File: config.mk
export PLATFORM = sky130hd
export DESIGN_NAME = uart_rx_sampler
export DESIGN_NICKNAME = d
export VERILOG_FILES = /design/src/rtl/uart_rx_sampler.sv
export SDC_FILE = /design/constraint.sdc
export NUM_CORES = 1
export LEC_CHECK = 0
export CAP_MARGIN = 0
export CELL_PAD_IN_SITES_DETAIL_PLACEMENT = 0
export CELL_PAD_IN_SITES_GLOBAL_PLACEMENT = 1
export CORE_ASPECT_RATIO = 0.7
export CORE_MARGIN = 2
export CORE_UTILIZATION = 47
export DETAILED_ROUTE_END_ITERATION = 8
export GPL_TIMING_DRIVEN = 0
export HOLD_SLACK_MARGIN = 0.06
export PLACE_DENSITY_LB_ADDON = 0.3
export SLEW_MARGIN = 20
export SYNTH_ARGS = -nofsm -noshare
export SYNTH_HDL_FRONTEND = slang
export SYNTH_SLANG_ARGS = --single-unit
File: constraint.sdc
create_clock -name clk -period 2.6 [get_ports clk]
set_clock_uncertainty 0.05 [all_clocks]
set_input_delay 0.52 -clock clk [delete_from_list [all_inputs] [get_ports clk]]
set_output_delay 0.52 -clock clk [all_outputs]
set_load 0.005 [all_outputs]
File: src/rtl/uart_rx_sampler.sv
`default_nettype none
// ============================================================================
// Module      : uart_rx_sampler
// Description : Oversampling UART receiver with built-in baud-tick generator,
//               start-glitch rejection and framing-error detection.
// Revision    : 1.0 - initial release
// ============================================================================
module uart_rx_sampler #(
    parameter int NB_DATA      = 8,
    parameter int CLK_FREQ     = 100_000_000,
    parameter int BAUD_RATE    = 19200,
    parameter int OVERSAMPLING = 16
) (
    input  logic               clk,
    input  logic               i_reset,
    input  logic               i_rx,
    output logic [NB_DATA-1:0] o_data,
    output logic               o_rx_done,
    output logic               o_frame_err,
    output logic               o_tick
);

    localparam int c_DIV   = CLK_FREQ / (BAUD_RATE * OVERSAMPLING);
    localparam int c_DIV_W = (c_DIV > 1) ? $clog2(c_DIV) : 1;
    localparam int c_S_W   = $clog2(OVERSAMPLING);
    localparam int c_N_W   = (NB_DATA > 1) ? $clog2(NB_DATA) : 1;

    localparam logic [c_DIV_W-1:0] c_DIV_LAST = c_DIV_W'(c_DIV - 1);
    localparam logic [c_S_W-1:0]   c_S_HALF   = c_S_W'(OVERSAMPLING / 2 - 1);
    localparam logic [c_S_W-1:0]   c_S_LAST   = c_S_W'(OVERSAMPLING - 1);
    localparam logic [c_N_W-1:0]   c_N_LAST   = c_N_W'(NB_DATA - 1);

    localparam logic [2:0] c_ST_IDLE  = 3'd0;
    localparam logic [2:0] c_ST_START = 3'd1;
    localparam logic [2:0] c_ST_DATA  = 3'd2;
    localparam logic [2:0] c_ST_STOP  = 3'd3;
    localparam logic [2:0] c_ST_BRK   = 3'd4;

    logic [1:0]         r_sync_q,  w_sync_d;
    logic [c_DIV_W-1:0] r_div_q,   w_div_d;
    logic [2:0]         r_state_q, w_state_d;
    logic [c_S_W-1:0]   r_s_q,     w_s_d;
    logic [c_N_W-1:0]   r_n_q,     w_n_d;
    logic [NB_DATA-1:0] r_sh_q,    w_sh_d;
    logic [NB_DATA-1:0] r_data_q,  w_data_d;
    logic               r_done_q,  w_done_d;
    logic               r_err_q,   w_err_d;
    logic               w_rx_s;
    logic               w_tick;

    assign w_rx_s   = r_sync_q[1];
    assign w_sync_d = {r_sync_q[0], i_rx};
    assign w_tick   = (r_div_q == c_DIV_LAST);
    assign w_div_d  = w_tick ? '0 : r_div_q + c_DIV_W'(1);

    always_comb begin
        w_state_d = r_state_q;
        w_s_d     = r_s_q;
        w_n_d     = r_n_q;
        w_sh_d    = r_sh_q;
        w_data_d  = r_data_q;
        w_done_d  = 1'b0;
        w_err_d   = 1'b0;
        if (w_tick) begin
            case (r_state_q)
                c_ST_IDLE: begin
                    if (!w_rx_s) begin
                        w_state_d = c_ST_START;
                        w_s_d     = '0;
                    end
                end
                c_ST_START: begin
                    // Start bit must still be low at its midpoint, else it was a glitch
                    if (r_s_q == c_S_HALF) begin
                        if (!w_rx_s) begin
                            w_state_d = c_ST_DATA;
                            w_s_d     = '0;
                            w_n_d     = '0;
                        end else begin
                            w_state_d = c_ST_IDLE;
                        end
                    end else begin
                        w_s_d = r_s_q + c_S_W'(1);
                    end
                end
                c_ST_DATA: begin
                    if (r_s_q == c_S_LAST) begin
                        w_sh_d = {w_rx_s, r_sh_q[NB_DATA-1:1]};
                        w_s_d  = '0;
                        if (r_n_q == c_N_LAST) begin
                            w_state_d = c_ST_STOP;
                        end else begin
                            w_n_d = r_n_q + c_N_W'(1);
                        end
                    end else begin
                        w_s_d = r_s_q + c_S_W'(1);
                    end
                end
                c_ST_STOP: begin
                    if (r_s_q == c_S_LAST) begin
                        if (w_rx_s) begin
                            w_data_d  = r_sh_q;
                            w_done_d  = 1'b1;
                            w_state_d = c_ST_IDLE;
                        end else begin
                            w_err_d   = 1'b1;
                            w_state_d = c_ST_BRK;
                        end
                    end else begin
                        w_s_d = r_s_q + c_S_W'(1);
                    end
                end
                c_ST_BRK: begin
                    if (w_rx_s) begin
                        w_state_d = c_ST_IDLE;
                    end
                end
                default: w_state_d = c_ST_IDLE;
            endcase
        end
    end

    always_ff @(posedge clk) begin
        if (i_reset) begin
            r_sync_q  <= 2'b11;
            r_div_q   <= '0;
            r_state_q <= c_ST_IDLE;
            r_s_q     <= '0;
            r_n_q     <= '0;
            r_sh_q    <= '0;
            r_data_q  <= '0;
            r_done_q  <= 1'b0;
            r_err_q   <= 1'b0;
        end else begin
            r_sync_q  <= w_sync_d;
            r_div_q   <= w_div_d;
            r_state_q <= w_state_d;
            r_s_q     <= w_s_d;
            r_n_q     <= w_n_d;
            r_sh_q    <= w_sh_d;
            r_data_q  <= w_data_d;
            r_done_q  <= w_done_d;
            r_err_q   <= w_err_d;
        end
    end

    assign o_data      = r_data_q;
    assign o_rx_done   = r_done_q;
    assign o_frame_err = r_err_q;
    assign o_tick      = w_tick;

endmodule
`default_nettype wire

==> results.sh, run 1 <==
export IMPL_coreArea_mm2=0.003626
export IMPL_p_leak_nw=0.8124
export IMPL_final_fill_count=337
export IMPL_worst_r2r_cell_count=5
export IMPL_worst_hold_path_type="flip-flop to flip-flop"
export IMPL_syn_mean_instance_area_um2=9.142
export IMPL_p_per_area_mw_per_mm2=577.2
export IMPL_chipWidth_um=78.36
export IMPL_area_sequential_um2=780.7
export IMPL_grt_antenna_before_repair=0
export IMPL_antennaDiodeCount=0
export IMPL_relSlewSlack_pct=67.00
export IMPL_grt_setup_unrepaired="false"
export IMPL_critical_path_cell_by_cell="inv_1 > ha_1 > nand4bb_2 > nor2_4 > clkdlybuf4s50_1"
export IMPL_yosysUniqueCellTypes=45
export IMPL_cts_made_buffers=5
export IMPL_maxClockFrequency_ghz=0.4082
export IMPL_post_synth_most_frequent_cells="dfxtp_1 (39), nor2_1 (21), o21ai_0 (16)"
export IMPL_finalWorstPathRequiredPeriod_ns=2.450
export IMPL_clock_tree_root_cell="clkbuf_8"
export IMPL_numClockSinks=39
export IMPL_drtIter0Drc=107
export IMPL_report_power_total_mw=1.236
export IMPL_post_synth_top_count_cell="dfxtp_1"
export IMPL_post_synth_top_flop="dfxtp_1"
export IMPL_syn_warnings=0
export IMPL_first_global_vias=1402
export IMPL_wl_um=4278
export IMPL_die_y_um=56.06
export IMPL_globalRouteTotalUtil_pct=20.86
export IMPL_synth_enable_flop_cells=0
export IMPL_slowest_stage="clkdlybuf4s50_1"
export IMPL_synth_cells=199
export IMPL_clk_latency_ns=0.29
export IMPL_buffer_ports_inserted=13
export IMPL_syn_to_final_growth_pct=17.74
export IMPL_setup_viol=0
export IMPL_share_of_post_route_cells_with_drive_strength_above_1_pct=10.00
export IMPL_setup_tns_ns=0
export IMPL_grt_overflow_total=0
export IMPL_initial_utilization_pct=50.17
export IMPL_globalplace_congestion=0.8640
export IMPL_ys_seq_elements=39
export IMPL_worstSetupPathType="flip-flop to output pin"
export IMPL_worst_endpoint_required_ns=2.03
export IMPL_cts_max_path_buffers=2
export IMPL_worst_ep_arrival_time_ns=1.88
export IMPL_path_buf_inv=2
export IMPL_first_pass_iters=4
export IMPL_placementRows=18
export IMPL_vias_per_cell=5.711
export IMPL_cap_violations=0
export IMPL_maximum_number_of_pins_on_one_net_before_global_route_repair=13
export IMPL_summed_instance_area_of_the_synthesized_netlist_mm2=0.001819
export IMPL_min_period_over_period_pct=94.23
export IMPL_synth_area_leaders="dfxtp_1 (43%), mux2i_1 (5.0%), o21ai_0 (4.4%)"
export IMPL_antenna_violating_nets_post_route=0
export IMPL_critical_path_depth=5
export IMPL_clock_tree_htree_level_count=2
export IMPL_max_vdd_ir_drop_v=0.0003776
export IMPL_finalHoldViolCount=0
export IMPL_status="finished, final reports clean"
export IMPL_tightestPinTransition_ns=0.4950
export IMPL_timing_hold_worst_path_depth=1
export IMPL_hpwlAfterDp_um=2962
export IMPL_critical_path_max_fanout=6
export IMPL_worst_stage_delay_on_the_critical_path_ns=0.53
export IMPL_synth_async_sr_flop_share_pct=0
export IMPL_route_detailed_wl_per_inst_um=15.84
export IMPL_syn_num_nets=207
export IMPL_yosys_area_top_type_share_pct=42.92
export IMPL_tritoncts="yes"
export IMPL_finalNetCount=227
export IMPL_critical_path_startpoint_type="flip-flop"
export IMPL_ys_seq_area_share_pct=42.92
export IMPL_dominant_cell_type_by_area_after_synthesis="dfxtp_1"
export IMPL_crit_family="buffers and inverters"
export IMPL_pin_count=14
export IMPL_timing_max_transition_violations_final=0
export IMPL_multi_input_comb_area_um2=987.2
export IMPL_num_vias=1542
export IMPL_worstSetupEndpointType="output pin"
export IMPL_clkSlewWorstSetupHoldPaths_ns=0.08
export IMPL_drt_drc_violations_left=0
export IMPL_fp_dieArea_mm2=0.004392
export IMPL_grt_pass1_wl_um=7024
-- power breakdown --
part	internal, mW	switching [mW]
clock network	0.311	0.218
registers	0.605	0.00774
logic	0.0330	0.0621
-- kinds of logic after synthesis --
kind of cell	after synthesis	share of synthesized area, %
simple gates	75	25.03
compound gates	46	15.82
flops	39	42.92
buf+inv	16	3.507
xor+xnor	9	4.333
mux	9	4.952
fa+ha+maj	5	3.439
-- worst paths after layout --
path               start            to  slack [ns]
min reg2reg  r_sync_q[0]   r_sync_q[1]        0.37
max           r_div_q[0]        o_tick        0.15
min          r_sync_q[0]   r_sync_q[1]        0.37
max reg2reg     r_s_q[0]  r_state_q[1]        0.56
-- timing repair --
| action | 4_1_cts | 5_1_grt |
|---|---|---|
| setup endpoints to repair | 1 | 1 |
| hold buffers | 0 | 0 |
| resized for setup | 1 | 2 |
| setup buffers | 0 | 0 |
-- sequential cells by signal, summed over array words and instances, names as in the netlist --
| register | cells |
|---|---|
| o_data | 8 |
| o_frame_err | 1 |
| o_rx_done | 1 |
| r_div_q | 9 |
| r_n_q | 3 |
| r_s_q | 4 |
| r_sh_q | 8 |
| r_state_q | 3 |
| r_sync_q | 2 |
-- cells in the final DEF (no fill, tap or decap), types with 4 or more instances in the layout --
| master | count |
|---|---|
| dfxtp_1 | 39 |
| nor2_1 | 20 |
| o21ai_0 | 16 |
| a21oi_1 | 14 |
| nand3_1 | 13 |
| clkdlybuf4s50_1 | 13 |
| mux2i_1 | 9 |
| xor2_1 | 7 |
| inv_1 | 6 |
| clkbuf_1 | 6 |
| clkbuf_8 | 6 |
| nand4_1 | 5 |
| ha_1 | 5 |
| nor2b_1 | 4 |
| nor3_1 | 4 |
| o31ai_1 | 4 |
-- metrics by stage --
step                setup WS [ns]  cells  instance area, um2  hold WS, ns  utilization [%]
floorplan                  0.9127    199                1819       0.3395                -
global placement           0.2752    262                2012       0.3492            55.49
detailed placement         0.2842    262                2012       0.3541            55.49
CTS                       0.03589    270                2132       0.3732            58.80
global route              0.03415    270                2142       0.3921            59.08
finish                     0.1499    270                2142       0.3690            59.08
-- final cells by class --
type / count / area share [%]
timing repair buffer: 13 / 6.075
inverter: 6 / 1.051
buffer: 10 / 1.928
clock buffer: 6 / 3.855
multi-input combinational: 144 / 46.09
tap: 50 / 2.921
sequential: 39 / 36.45
clock inverter: 2 / 1.636
-- layer usage --
layer	share of wire, %	vias up	global-route usage [%]
met2	44	44	29.68
met1	50	724	29.86
met5	0	-	0
met4	1.6	0	9.023
li1	-	765	-
met3	4.9	9	5.032
No activity file was read; power rests on OpenSTA's default activity.
==> inputs of run 2 (changes only) <==
GPL_TIMING_DRIVEN = not set   (was 0)
==> run 2 against run 1 <==
Critical path type unchanged. Largest power group unchanged. Power is 4.8% higher. Count of clock-buffer cells in the layout unchanged. Non-clock buffer count shrank 8.
==> results.sh, run 2 (synthesized netlist as in run 1, its figures left out) <==
export IMPL_grt_overflow_total=0
export IMPL_syn_to_final_growth_pct=16.44
export IMPL_swShare_pct=21.36
export IMPL_hpwlAfterDp_um=2961
export IMPL_cts_made_buffers=5
export IMPL_antenna_violating_nets_post_route=0
export IMPL_setup_tns_ns=0
export IMPL_maxClockFrequency_ghz=0.4049
export IMPL_num_vias=1508
export IMPL_globalplace_congestion=0.8865
export IMPL_pwr_share_comb_pct=6.1
export IMPL_cts_setup_buffers=0
export IMPL_drt_drc_violations_left=0
export IMPL_buffer_ports_inserted=13
export IMPL_clock_tree_root_cell="clkbuf_8"
export IMPL_power_share_sequential_pct=47.9
export IMPL_tightestPinTransition_ns=0.5268
export IMPL_critical_path_max_fanout=6
export IMPL_most_common_layout_cells="dfxtp_1 (39), nor2_1 (21), o21ai_0 (16)"
export IMPL_int_pwr_mw=1.019
export IMPL_power_switching_uw=276.7
export IMPL_p_per_area_mw_per_mm2=611.6
export IMPL_drtIter0Drc=116
export IMPL_status="finished, final reports clean"
export IMPL_max_vdd_ir_drop_v=0.0003152
export IMPL_worstSetupEndpointType="output pin"
export IMPL_placed_cell_count=254
export IMPL_finalHoldViolCount=0
export IMPL_worst_ep_arrival_time_ns=1.90
export IMPL_cts_max_path_buffers=2
export IMPL_most_common_cell_after_layout_fill_and_taps_aside="dfxtp_1"
export IMPL_tritoncts="yes"
export IMPL_worst_stage_delay_on_the_critical_path_ns=0.53
export IMPL_die_y_um=56.06
export IMPL_initial_utilization_pct=50.17
export IMPL_share_clk_of_total_power_pct=46.0
export IMPL_grt_pass1_wl_um=6782
export IMPL_maximum_number_of_pins_on_one_net_before_global_route_repair=21
export IMPL_wl_um=4104
export IMPL_coreArea_mm2=0.003626
export IMPL_worst_hold_path_type="flip-flop to flip-flop"
export IMPL_vias_per_cell=5.756
export IMPL_grt_setup_unrepaired="false"
export IMPL_chipWidth_um=78.36
export IMPL_path_buf_inv=2
export IMPL_timing_max_transition_violations_final=0
export IMPL_clock_tree_htree_level_count=2
export IMPL_worst_endpoint_required_ns=2.03
export IMPL_p_leak_nw=0.8017
export IMPL_first_global_vias=1345
export IMPL_post_cts_resize_count=0
export IMPL_final_fill_count=317
export IMPL_top_register="r_div_q"
export IMPL_largest_register_ffs=9
export IMPL_route_detailed_wl_per_inst_um=15.66
export IMPL_finalWorstPathRequiredPeriod_ns=2.470
export IMPL_fp_dieArea_mm2=0.004392
export IMPL_placementRows=18
export IMPL_grt_antenna_before_repair=0
export IMPL_cap_violations=0
export IMPL_worstSetupPathType="flip-flop to output pin"
export IMPL_antennaDiodeCount=0
export IMPL_clkSlewWorstSetupHoldPaths_ns=0.08
export IMPL_critical_path_cell_by_cell="inv_1 > ha_1 > nand4bb_1 > nor2_1 > clkdlybuf4s50_1"
export IMPL_finalNetCount=219
export IMPL_relSlewSlack_pct=64.83
export IMPL_slowest_stage="clkdlybuf4s50_1"
export IMPL_crit_family="buffers and inverters"
export IMPL_first_pass_iters=4
export IMPL_numClockSinks=39
export IMPL_setup_viol=0
export IMPL_share_of_post_route_cells_with_drive_strength_above_1_pct=8.491
export IMPL_post_route_insts_no_fill=262
export IMPL_clk_latency_ns=0.29
export IMPL_min_period_over_period_pct=94.99
export IMPL_critical_path_startpoint_type="flip-flop"
export IMPL_ctsHoldBuffers=0
export IMPL_globalRouteTotalUtil_pct=19.92
export IMPL_pin_count=14
## run 2: metal layers
metal,up-vias,global-route usage (%),wire length [um]
met1,713,30.73,2090
met4,0,6.015,36
met2,41,26.85,1740
met3,5,4.870,237
li1,749,-,-
met5,-,0,0
## run 2: path summary, 6_finish.rpt
kind	endpoint	slack, ns	depth (start not counted)	from
worst max register to register	r_state_q[1]	0.59	5	r_s_q[0]
worst max-delay path	o_tick	0.13	5	r_div_q[0]
worst min-delay path	r_sync_q[1]	0.36	1	r_sync_q[0]
worst min register to register	r_sync_q[1]	0.36	1	r_sync_q[0]
## run 2: power by group through the flow
stage / combinational (mW) / sequential (mW) / clock [mW]
final: 0.0789 / 0.621 / 0.595
after global routing: 0.0879 / 0.624 / 0.638
after CTS: 0.0773 / 0.621 / 0.603
after detailed placement: 0.0761 / 0.635 / 0
after global placement: 0.0741 / 0.634 / 0
after floorplan: 0.0669 / 0.625 / 0
## run 2: through the flow
| stage | instance area [um2] | power, mW | setup WS (ns) | utilization, % | hold slack [ns] |
|---|---|---|---|---|---|
| floorplan | 1819 | 0.6917 | 0.9127 | - | 0.3395 |
| global placement | 1986 | 0.7086 | 0.5215 | 54.76 | 0.3426 |
| detailed placement | 1986 | 0.7114 | 0.4468 | 54.76 | 0.3440 |
| CTS | 2118 | 1.301 | 0.1288 | 58.42 | 0.3627 |
| global route | 2118 | 1.350 | 0.004854 | 58.42 | 0.3830 |
| finish | 2118 | 1.295 | 0.1304 | 58.42 | 0.3629 |
## run 2: final cells by class
type	count	area (um2)	area share, %
Multi-Input combinational cell	144	974.7	46.01
Sequential cell	39	780.7	36.86
Timing Repair Buffer	15	145.1	6.852
Clock buffer	6	72.57	3.426
Tap cell	50	62.56	2.953
Clock inverter	2	60.06	2.835
Inverter	6	22.52	1.063
